===== src/rtl/vector_alu_pipe.sv =====
// Purpose: multi-lane execute-stage ALU. One 3-bit op is applied to every dataSize-bit lane,
//          and lane 0 of operand2 can optionally be broadcast to all lanes.
// Latency: one cycle for non-mult ops; MUL_LAT cycles for mult (the MUL state lasts MUL_LAT-1 cycles).
// Backpressure: the result is held in HOLD until out_ready. in_ready is high in IDLE, or in HOLD
//               when out_ready is high, so non-mult ops stream at one beat per cycle.
// Ports: clk/rst_n (async active-low); in_valid/in_ready with operation_select, scalar_mode and
//        operand1/operand2 (lane i = bits [i*dataSize +: dataSize]); out_valid/out_ready with
//        result, neg_flag and zero_flag (one flag bit per lane).
module vector_alu_pipe #(
    parameter int dataSize = 8,
    parameter int lanes    = 4,
    parameter int MUL_LAT  = 2
) (
    input  logic                      clk,
    input  logic                      rst_n,
    input  logic                      in_valid,
    output logic                      in_ready,
    input  logic [2:0]                operation_select,
    input  logic                      scalar_mode,
    input  logic [lanes*dataSize-1:0] operand1,
    input  logic [lanes*dataSize-1:0] operand2,
    output logic                      out_valid,
    input  logic                      out_ready,
    output logic [lanes*dataSize-1:0] result,
    output logic [lanes-1:0]          neg_flag,
    output logic [lanes-1:0]          zero_flag
);
    localparam int VW = lanes * dataSize;
    localparam int CW = $clog2(MUL_LAT + 1);

    typedef enum logic [1:0] {IDLE, MUL, HOLD} state_t;

    state_t          state, next_state;
    logic [CW-1:0]   cnt;
    logic [2:0]      op_q;
    logic [VW-1:0]   a_q, b_q;
    logic [VW-1:0]   b_in;
    logic            accept, go_mul, mul_done, load_res;
    logic [2:0]      src_op;
    logic [VW-1:0]   src_a, src_b;
    logic [VW-1:0]   new_res;
    logic [lanes-1:0] new_neg, new_zero;

    // Broadcasting is folded into the captured operand, so the stored b_q already reflects scalar_mode.
    always_comb begin
        b_in = '0;
        for (int i = 0; i < lanes; i++) begin
            b_in[i*dataSize +: dataSize] = scalar_mode ? operand2[dataSize-1:0]
                                                       : operand2[i*dataSize +: dataSize];
        end
    end

    assign accept   = in_valid & in_ready;
    assign go_mul   = (operation_select == 3'b100) && (MUL_LAT > 1);
    assign mul_done = (state == MUL) && (cnt == CW'(1));
    assign load_res = (accept && !go_mul) || mul_done;

    // Single-cycle ops compute straight from the inputs on the accepting edge.
    // Mult computes from the captured copies when the counter expires.
    assign src_op = (state == MUL) ? op_q : operation_select;
    assign src_a  = (state == MUL) ? a_q  : operand1;
    assign src_b  = (state == MUL) ? b_q  : b_in;

    always_comb begin
        logic [dataSize-1:0] la, lb, lr;
        new_res  = '0;
        new_neg  = '0;
        new_zero = '0;
        for (int i = 0; i < lanes; i++) begin
            la = src_a[i*dataSize +: dataSize];
            lb = src_b[i*dataSize +: dataSize];
            case (src_op)
                3'b000:  lr = '0;
                3'b001:  lr = la ^ lb;
                3'b010:  lr = la + lb;
                3'b011:  lr = la - lb;
                3'b100:  lr = la * lb;
                3'b101:  lr = (lb >= dataSize'(dataSize)) ? '0 : (la >> lb);
                3'b110:  lr = (lb >= dataSize'(dataSize)) ? '0 : (la << lb);
                default: lr = la + dataSize'(1);
            endcase
            new_res[i*dataSize +: dataSize] = lr;
            new_zero[i] = (lr == '0);
            // A sign change is not reported when the lane result is zero.
            new_neg[i]  = (la[dataSize-1] != lr[dataSize-1]) && (lr != '0);
        end
    end

    // State register.
    always_ff @(posedge clk or negedge rst_n) begin
        if (!rst_n) state <= IDLE;
        else        state <= next_state;
    end

    // Next-state logic.
    always_comb begin
        next_state = state;
        case (state)
            IDLE: if (accept) next_state = go_mul ? MUL : HOLD;
            MUL:  if (cnt == CW'(1)) next_state = HOLD;
            HOLD: if (out_ready) next_state = accept ? (go_mul ? MUL : HOLD) : IDLE;
            default: next_state = IDLE;
        endcase
    end

    // Output logic. in_ready never looks at in_valid, and it is gated low while reset is asserted.
    always_comb begin
        in_ready  = rst_n && ((state == IDLE) || ((state == HOLD) && out_ready));
        out_valid = (state == HOLD);
    end

    // Operand capture, multiply counter and result registers.
    always_ff @(posedge clk or negedge rst_n) begin
        if (!rst_n) begin
            cnt       <= '0;
            op_q      <= '0;
            a_q       <= '0;
            b_q       <= '0;
            result    <= '0;
            neg_flag  <= '0;
            zero_flag <= '0;
        end else begin
            if (accept) begin
                op_q <= operation_select;
                a_q  <= operand1;
                b_q  <= b_in;
                if (go_mul) cnt <= CW'(MUL_LAT - 1);
            end else if (state == MUL) begin
                cnt <= cnt - CW'(1);
            end
            if (load_res) begin
                result    <= new_res;
                neg_flag  <= new_neg;
                zero_flag <= new_zero;
            end
        end
    end
endmodule

===== config.mk =====
export PLATFORM = sky130hd
export DESIGN_NAME = vector_alu_pipe
export DESIGN_NICKNAME = d
export VERILOG_FILES = /design/src/rtl/vector_alu_pipe.sv
export SDC_FILE = /design/constraint.sdc
export NUM_CORES = 1
export LEC_CHECK = 0
export BUFFER_PORTS_ARGS = -buffer_cell sky130_fd_sc_hd__clkbuf_2
export CORE_ASPECT_RATIO = 1.5
export CORE_MARGIN = 8
export CORE_UTILIZATION = 50
export CTS_CLUSTER_DIAMETER = 100
export DETAILED_ROUTE_END_ITERATION = 10
export PLACE_DENSITY = 0.71
export SKIP_LAST_GASP = 1
export SLEW_MARGIN = 0
export SYNTH_ARGS = -nofsm -noshare
export SYNTH_HDL_FRONTEND = slang
export SYNTH_SLANG_ARGS = --single-unit
export TNS_END_PERCENT = 30

===== constraint.sdc =====
create_clock -name clk -period 8.55 [get_ports clk]
set_input_delay 1.71 -clock clk [delete_from_list [all_inputs] [get_ports clk]]
set_output_delay 1.71 -clock clk [all_outputs]
set_load 0.05 [all_outputs]

==> out/results.ini, run 1 <==
[placed_design]
placed_area_sq_um = 16000
port_buffers = 113
dp_hpwl_mm = 43.4
routabilityCongestion = 1.08
placed_cells = 2356

[drt]
drt_iter0_drc = 1512
ant_nets = 0
drc = 0
vias_per_cell = 6.37
drt-wirelength-per-cell_um = 24.3
finalWirelength_mm = 57.6
num_vias = 15105
dr.pass1.iters = 7

[synthesis]
synth_top_area_share_pct = 18.3
yosysTopAreaCell = dfrtp_1
syn-num-nets = 2146
synth_edf_count = 0
ys_seq_area_share_pct = 18.3
ys_warn_count = 0
syn_area_per_cell_sq_um = 7.94
synth_flop_cell = dfrtp_1
async_flop_share_pct = 100
yosysMostFrequentCell = nand2_1
ys_seq_elements = 111
synthesis.instances = 1909
synth.area.top_cells = dfrtp_1 (18%), ha_1 (9.3%), fa_1 (6.9%)
ys_top_cells_by_count = nand2_1 (228), nor2_1 (187), inv_1 (173)
ys_types = 88
netlist_area_sq_um = 15200

[worst_setup_path]
worst-setup-path-type = in2reg
crit_family = adder cells
critPathMaxFanout = 19
startpoint_type = input pin
worst_setup_path_end_kind = flip-flop
crit_arrival_ns = 7.40
critPathMaxStageDelay_ns = 0.63
worstPathRequired_ns = 8.83
cpMostUsedCell = fa_1
path_buf_inv = 4
cpMaxStageDelayCell = mux2i_1
worstPathCellList = clkbuf_2, buf_4, mux2_2, mux2i_1, nor2_1, fa_1, ha_1, fa_1, inv_1, fa_1, inv_1, ha_1, a21oi_1, xor2_1, xnor2_1, xnor3_1, nor2_1, a2bb2oi_1, nor3b_1, o22a_1

[clock_tree]
ctsHoldBuffers = 0
cts_buffer_depth = 2
cts_sinks = 111
cts_root_buffer = clkbuf_16
post_cts_resized = 0
cts_tree = yes
clock_latency_ns = 0.40
h-tree-depth = 3
clkTransAtPathRegs_ns = 0.08
cts_inserted_buffers = 9
postCtsSetupBuffers = 0

[sta]
min_period_over_period_pct = 83.3
min_period_ns = 7.12
fin_tns_setup_ns = 0
maxSlewHeadroom_pct = 23.2
setup_violations = 0
drv_slew = 0
rsz0062_at_grt = false
clock-skew-final_ns = 0.0175
worstMarginPinSlew_ns = 1.15
fmax_mhz = 140
hold_violations = 0

[job]
drv_cap = 0

[status]
status = finished clean

[grt]
grt-ovfl-total = 0
track_usage_pct = 31.9
grt_pass1_wl_mm = 88.6
grt_max_degree = 81
grt_pass1_vias = 15178
antenna_found_initial = 1

[die]
die_h_um = 229
core_area_sq_um = 30100
num_rows = 78
die_area_sq_um = 36300
die_x_um = 158
start_util_pct = 50.4
io_pins = 114

[min_path]
hold_class = reg2reg

[layout]
regArea_sq_um = 2780
multiInputGateArea_sq_um = 11200
finalInstanceArea_sq_um = 16300
fin_cells = 2372
postLayoutCoreUtil_pct = 54.3
final_nets = 2204
fill_cells = 3006
final_layout_size_suffix_gt1_share_pct = 14.8
area_growth_syn_to_layout_pct = 7.70

[power]
powerDensity_nw_per_um2 = 190
peakVddDrop_mv = 0.168
p_leak_nw = 7.69

stage by stage:
stage	power, mW	setup WS (ns)	hold WS [ns]
4_1_cts	3.09	1.48	0.483
6_report	3.11	1.43	0.478
2_1_floorplan	2.09	1.57	0.463
3_5_place_dp	2.61	1.09	0.465
3_3_place_gp	2.57	1.25	0.455
5_1_grt	3.31	1.17	0.515
state kept, by name, indices dropped and copies added, names as in the netlist:
name and cells:
state 2, a_q 32, neg_flag 4, b_q 32, result 32, zero_flag 4, cnt 2, op_q 3
kinds of logic (layout without fill, tap and decap cells):
group / Yosys count / in the layout / share of synthesized area, %
AND/OR/NAND/NOR: 636 / 636 / 19.3
AO/OA/AOI/OAI: 444 / 444 / 19.2
buffers and inverters: 279 / 341 / 7.86
adder cells (fa/ha/maj): 165 / 165 / 16.2
multiplexers: 162 / 162 / 12.1
XOR/XNOR: 112 / 112 / 6.97
flip-flops: 111 / 111 / 18.3
other: 0 / 1 / 0
final cells by class:
cell class	count	area share (%)
antenna	1	0.0153
clock buffer	9	1.38
clock inverter	6	0.421
inverter	177	4.08
multi-input combinational	1519	68.8
sequential	111	17.0
tap	400	3.06
timing repair buffer	149	5.21
worst paths after layout:
path | start | end | slack (ns) | cells past startpoint
worst max-delay path | scalar_mode | neg_flag[3]$_DFFE_PN0P_ | 1.43 | 20
worst min-delay path | result[0]$_DFFE_PN0P_ | result[0]$_DFFE_PN0P_ | 0.48 | 2
worst max register to register | state[1]$_DFFE_PN0P_ | neg_flag[3]$_DFFE_PN0P_ | 1.72 | 19
worst min register to register | result[0]$_DFFE_PN0P_ | result[0]$_DFFE_PN0P_ | 0.48 | 2
max in group asynchronous | rst_n | a_q[31]$_DFFE_PN0P_ | 5.87 | 2
min in group asynchronous | rst_n | a_q[22]$_DFFE_PN0P_ | 1.40 | 1
cell usage in the layout (no fill, tap or decap), drive strengths merged, types with 14 or more instances in the layout:
| cell type | count |
|---|---|
| ha | 113 |
| nand2 | 229 |
| inv | 177 |
| and3 | 21 |
| and2 | 16 |
| mux2i | 73 |
| xor2 | 24 |
| fa | 52 |
| nor2b | 27 |
| a21o | 28 |
| o21ai | 87 |
| dfrtp | 111 |
| nand2b | 16 |
| a211oi | 35 |
| xnor2 | 83 |
| nor3 | 30 |
| mux2 | 89 |
| nand3 | 45 |
| nor4 | 14 |
| a31oi | 50 |
| a21oi | 105 |
| buf | 37 |
| clkbuf | 121 |
| nor2 | 189 |
| a32oi | 18 |
| a22oi | 17 |
per-layer routing:
| metal | GRT usage (%) | vias to the layer above | wire [um] |
|---|---|---|---|
| li1 | - | 6848 | - |
| met1 | 37.0 | 7258 | 21500 |
| met2 | 52.1 | 764 | 27500 |
| met3 | 5.03 | 235 | 4140 |
| met4 | 23.3 | 0 | 4470 |
| met5 | 0 | - | 0 |
power breakdown:
part | switching [mW] | internal, mW | total [mW] | leakage [nW]
sequential | 0.161 | 0.656 | 0.817 | 1.33
clock | 0.240 | 0.229 | 0.468 | 0.142
combinational | 1.14 | 0.682 | 1.82 | 6.21
total | 1.54 | 1.57 | 3.11 | 7.69
worst register-to-register path: stages, from the launching register on:
cell,delay (ns)
dfrtp_1,0.64
nand2b_4,0.71
buf_4,0.50
mux2i_1,0.78
nor2_1,0.15
fa_1,0.52
ha_1,0.32
fa_1,0.49
inv_1,0.05
fa_1,0.47
inv_1,0.04
ha_1,0.30
a21oi_1,0.16
xor2_1,0.19
xnor2_1,0.18
xnor3_1,0.35
nor2_1,0.21
a2bb2oi_1,0.38
nor3b_1,0.09
o22a_1,0.20
Note: power is estimated with default switching activity, not from simulation.
==> run 2, diff against run 1 <==
clock period = 7.1 ns   (was 8.55 ns; I/O delays follow)
==> run 2 against run 1 <==
  * Combinational power up 24%
  * Core utilization up 0.93 points
  * Sequential cell count unchanged
  * Critical endpoint is now neg_flag[0]$_DFFE_PN0P_
  * Register-to-register slack worse by 1.1 ns
  * First-iteration DRC count down 8.5%
  * Count of clock-buffer cells in the layout unchanged
  * Die area unchanged
  * Critical path depth up 2
  * Cell area up 1.7%
  * Setup slack worse by 0.84 ns
  * Clock power up 15%
  * Highest routed layer is now met5
==> out/results.ini, run 2 (synthesis gave the netlist of run 1 again) <==
[clock_tree]
ctsHoldBuffers = 0
clock_latency_ns = 0.39
cts_inserted_buffers = 9
clkTransAtPathRegs_ns = 0.09
post_cts_resized = 0
postCtsSetupBuffers = 0
cts_buffer_depth = 2
cts_sinks = 111
cts_root_buffer = clkbuf_16
h-tree-depth = 3
cts_tree = yes

[drt]
ant_nets = 0
wl_met3_mm = 3.30
drt-wirelength-per-cell_um = 24.5
drc = 0
vias_per_cell = 6.29
met1_length_mm = 22.6
drt_iter0_drc = 1383
dr.pass1.iters = 6
num_vias = 15143
finalWirelength_mm = 59.0
dr_wl_met2_mm = 28.4
top_layer = met5

[power]
pwr-share-comb_pct = 59.7
power.switching_mw = 1.91
power_frac_clock_pct = 14.3
p_int_mw = 1.88
p_leak_nw = 7.86
swShare_pct = 50.4
peakVddDrop_mv = 0.192
powerDensity_nw_per_um2 = 228
power_frac_seq_pct = 26.0

[sta]
min_period_ns = 6.51
fin_tns_setup_ns = 0
drv_slew = 0
rsz0062_at_grt = false
fmax_mhz = 154
min_period_over_period_pct = 91.7
hold_violations = 0
clock-skew-final_ns = 0.0155
maxSlewHeadroom_pct = 23.7
worstMarginPinSlew_ns = 1.12
setup_violations = 0

[die]
core_area_sq_um = 30100
die_area_sq_um = 36300
die_x_um = 158
start_util_pct = 50.4
num_rows = 78
io_pins = 114
die_h_um = 229

[grt]
grt_max_degree = 63
grt-ovfl-total = 0
antenna_found_initial = 2
grt_pass1_wl_mm = 89.9
grt_pass1_vias = 15256
track_usage_pct = 32.6

[layout]
postLayoutCoreUtil_pct = 55.3
final_nets = 2240
area_growth_syn_to_layout_pct = 9.55
final_cell_mix = nand2_1 (227), nor2_1 (186), inv_1 (173)
finalInstanceArea_sq_um = 16600
top_regs = a_q (32), b_q (32), result (32)
final_common_cell = nand2_1
final_layout_size_suffix_gt1_share_pct = 16.3

[worst_setup_path]
cpMaxStageDelayCell = and2b_4
critPathMaxStageDelay_ns = 0.73
worst-setup-path-type = reg2reg
cpMostUsedCell = ha_1
critPathMaxFanout = 39
worstPathCellList = and2b_4, buf_4, mux2i_1, buf_4, inv_1, ha_1, ha_1, ha_1, inv_1, fa_1, inv_1, ha_1, fa_1, a21o_1, a21oi_1, xnor2_1, xnor2_1, xnor2_2, xnor2_1, a221o_1, or3_1, a31oi_1
startpoint_type = flip-flop
crit_arrival_ns = 6.83
worst_setup_path_end_kind = flip-flop
worstPathRequired_ns = 7.42

[placed_design]
port_buffers = 113
placed_area_sq_um = 16300
routabilityCongestion = 1.01
dp_hpwl_mm = 45.9

[min_path]
hold_class = reg2reg

[job]
drv_cap = 0

[status]
status = finished clean

run 2: power by group through the flow:
stage	Sequential [mW]	Clock, mW	Combinational [mW]
finish	0.985	0.540	2.26
global route	1.01	0.560	2.45
CTS	0.981	0.549	2.24
detailed placement	0.994	0	2.23
global placement	0.987	0	2.20
floorplan	1.16	0	1.35
run 2: worst max-delay path: cells and delay by family, from the launching register on:
| kind | cells | cell delay, ns |
|---|---|---|
| adders and majority gates | 6 | 1.83 |
| and+or+nand+nor | 2 | 1.14 |
| AOI/OAI and AO/OA | 4 | 1.10 |
| buffers and inverters | 5 | 0.90 |
| DFF | 1 | 0.66 |
| xor gates and xnor gates | 4 | 0.61 |
| muxes | 1 | 0.19 |
run 2: metrics by stage:
stage	total power [mW]	hold WS [ns]	worst slack, ns	instances
floorplan	2.52	0.463	0.407	1909
global placement	3.19	0.454	0.406	2392
detailed placement	3.22	0.455	0.334	2392
CTS	3.77	0.474	0.692	2407
global route	4.02	0.505	0.315	2407
finish	3.79	0.469	0.588	2408
run 2: layer usage:
metal  track usage [%]  vias up
li1                  -     6910
met1              38.0     7389
met2              53.5      644
met3              3.64      198
met4              25.1        2
met5                 0        -
run 2: final timing paths:
check                                       from                 endpoint  slack [ns]  cells after the start
min                        result[1]$_DFFE_PN0P_    result[1]$_DFFE_PN0P_        0.47                      2
min in group asynchronous                  rst_n      b_q[16]$_DFFE_PN0P_        1.07                      1
min reg2reg                result[1]$_DFFE_PN0P_    result[1]$_DFFE_PN0P_        0.47                      2
max in group asynchronous                  rst_n      a_q[29]$_DFFE_PN0P_        4.68                      2
max reg2reg                 state[0]$_DFFE_PN0P_  neg_flag[0]$_DFFE_PN0P_        0.59                     22
max                         state[0]$_DFFE_PN0P_  neg_flag[0]$_DFFE_PN0P_        0.59                     22
run 2: area by class of cell:
cell class,count,area (sq um)
Tap cell,400,500
Timing Repair Buffer,185,1150
Sequential cell,111,2780
Clock buffer,9,225
Fill cell,2948,13400
Inverter,177,666
Clock inverter,6,53.8
Antenna cell,1,2.50
Multi-Input combinational cell,1519,11200
==> run 3, diff against run 2 <==
ABC_AREA = 1   (was default)
==> run 3 against run 2 <==
  * Clock skew increased by 0.0024 ns
  * Die area shrank 4.0%
  * Cell area decreased by 5.8%
  * Combinational power up 12%
  * Critical path type is now in2reg
  * Largest cell class unchanged
==> out/results.ini, run 3 <==
[power]
p_int_mw = 1.85
powerDensity_nw_per_um2 = 258
peakVddDrop_mv = 0.171
power_mw = 4.05
power_frac_clock_pct = 15.0
power.switching_mw = 2.19
power_frac_seq_pct = 22.8
pwr-share-comb_pct = 62.3
p_leak_nw = 8.52
swShare_pct = 54.2

[worst_setup_path]
critPathMaxStageDelay_ns = 0.54
critPathMaxFanout = 24
startpoint_type = input pin
path_buf_inv = 7
worst-setup-path-type = in2reg
crit_arrival_ns = 6.38
cpMaxStageDelayCell = fa_1
cpMostUsedCell = inv_1
crit_family = adder cells
worstPathRequired_ns = 7.41
worst_setup_path_end_kind = flip-flop

[sta]
fin_tns_setup_ns = 0
setup_violations = 0
hold_ws_ns = 0.485
min_period_ns = 6.07
worst_slack_ns = 1.03
clock-skew-final_ns = 0.0179
rsz0062_at_grt = false
fmax_mhz = 165
maxSlewHeadroom_pct = 27.2
hold_violations = 0
drv_slew = 0
worstMarginPinSlew_ns = 1.09
min_period_over_period_pct = 85.6

[status]
status = finished clean

[drt]
num_vias = 15673
drc = 0
dr.pass1.iters = 6
vias_per_cell = 5.64
ant_nets = 0
drt-wirelength-per-cell_um = 19.1
drt_iter0_drc = 1235
finalWirelength_mm = 53.2

[job]
drv_cap = 0

[clock_tree]
h-tree-depth = 3
cts_tree = yes
cts_root_buffer = clkbuf_16
cts_buffer_depth = 2
cts_sinks = 111
cts_inserted_buffers = 9
post_cts_resized = 0
clkTransAtPathRegs_ns = 0.10
ctsHoldBuffers = 0
postCtsSetupBuffers = 0
clock_latency_ns = 0.41

[die]
io_pins = 114
num_rows = 76
die_h_um = 225
core_area_sq_um = 28600
die_x_um = 155
start_util_pct = 50.7
die_area_sq_um = 34800

[synthesis]
synth_edf_count = 0
ys_warn_count = 0
synth_top_area_share_pct = 19.7
synth.area.top_cells = nand2_1 (20%), dfrtp_1 (19%), ha_1 (9.7%)
synthesis.instances = 2316
ys_types = 50
async_flop_share_pct = 100
ys_seq_area_share_pct = 19.1
yosysMostFrequentCell = nand2_1
syn-num-nets = 2553
ys_top_cells_by_count = nand2_1 (762), inv_1 (284), nand3_1 (219)
syn_area_per_cell_sq_um = 6.26
synth_flop_cell = dfrtp_1
ys_seq_elements = 111
netlist_area_sq_um = 14500
yosysTopAreaCell = nand2_1

[grt]
grt_pass1_wl_mm = 84.1
grt-ovfl-total = 0
grt_max_degree = 74
track_usage_pct = 31.2
antenna_found_initial = 0
grt_pass1_vias = 15745

[layout]
final_layout_size_suffix_gt1_share_pct = 10.8
final_cell_mix = nand2_1 (761), inv_1 (283), nand3_1 (219)
fin_cells = 2778
final_nets = 2620
diodes = 0
final_common_cell = nand2_1
area_growth_syn_to_layout_pct = 7.89
finalInstanceArea_sq_um = 15700
top_regs = a_q (32), b_q (32), result (32)
postLayoutCoreUtil_pct = 54.7

[placed_design]
routabilityCongestion = 1.02
placed_area_sq_um = 15300
place_ws_ns = 0.659
port_buffers = 113
placed_cells = 2762
dp_hpwl_mm = 40.9

[min_path]
hold_class = reg2reg

run 3: changes by cell type after synthesis, moves of 27 or more:
cell and delta:
nand2_1 +534, nand3_1 +174, inv_1 +111, mux2_2 -87
xnor2_1 -67, o21ai_0 +64, mux2i_1 -62, o21ai_1 +49
a31oi_1 -47, a211oi_1 -34, o21ai_2 +32, nor2b_1 -27
run 3: per-layer routing:
metal  share of wire [%]  global-route usage [%]  routed length [um]
met4                 7.2                    23.7                3820
met2                  48                    52.6               25300
met5                   0                       0                   0
met1                  38                    34.8               20000
met3                 7.5                    5.19                4010
run 3: worst paths after layout:
check,start,end,slack [ns],cells past startpoint
max in group asynchronous,rst_n,result[7]$_DFFE_PN0P_,4.68,2
hold reg to reg,result[29]$_DFFE_PN0P_,result[29]$_DFFE_PN0P_,0.49,2
hold / removal,result[29]$_DFFE_PN0P_,result[29]$_DFFE_PN0P_,0.49,2
setup reg to reg,state[1]$_DFFE_PN0P_,neg_flag[2]$_DFFE_PN0P_,1.27,27
setup / recovery,scalar_mode,neg_flag[1]$_DFFE_PN0P_,1.03,26
min in group asynchronous,rst_n,state[1]$_DFFE_PN0P_,1.01,1
run 3: area by class of cell:
| class | count | area, sq um |
|---|---|---|
| fillers | 2896 | 13000 |
| multi-input cells | 1807 | 10100 |
| flip-flops and latches | 111 | 2780 |
| inverters | 313 | 1170 |
| repair buffers | 141 | 778 |
| well taps | 390 | 488 |
| clock buffers | 9 | 225 |
| clock inverters | 7 | 109 |
run 3: tightest hold or removal path, delay by kind of cell (launching register included):
family	cells	cell delay [ns]
flops	1	0.35
simple gates	2	0.11
run 3: cells by family after synthesis:
family,after synthesis,synth area share (%)
flops,111,19.1
xor+xnor,43,2.65
fa+ha+maj,165,16.9
simple gates,1238,35.8
compound gates,360,14.0
mux,1,0.0776
buf+inv,398,11.4
run 3: power by group through the flow:
stage | logic [mW] | clock network, mW | registers, mW
final | 2.52 | 0.606 | 0.921
after global routing | 2.82 | 0.631 | 0.946
after CTS | 2.50 | 0.613 | 0.923
after detailed placement | 2.49 | 0 | 0.935
after global placement | 2.45 | 0 | 0.929
after floorplan | 1.50 | 0 | 1.25
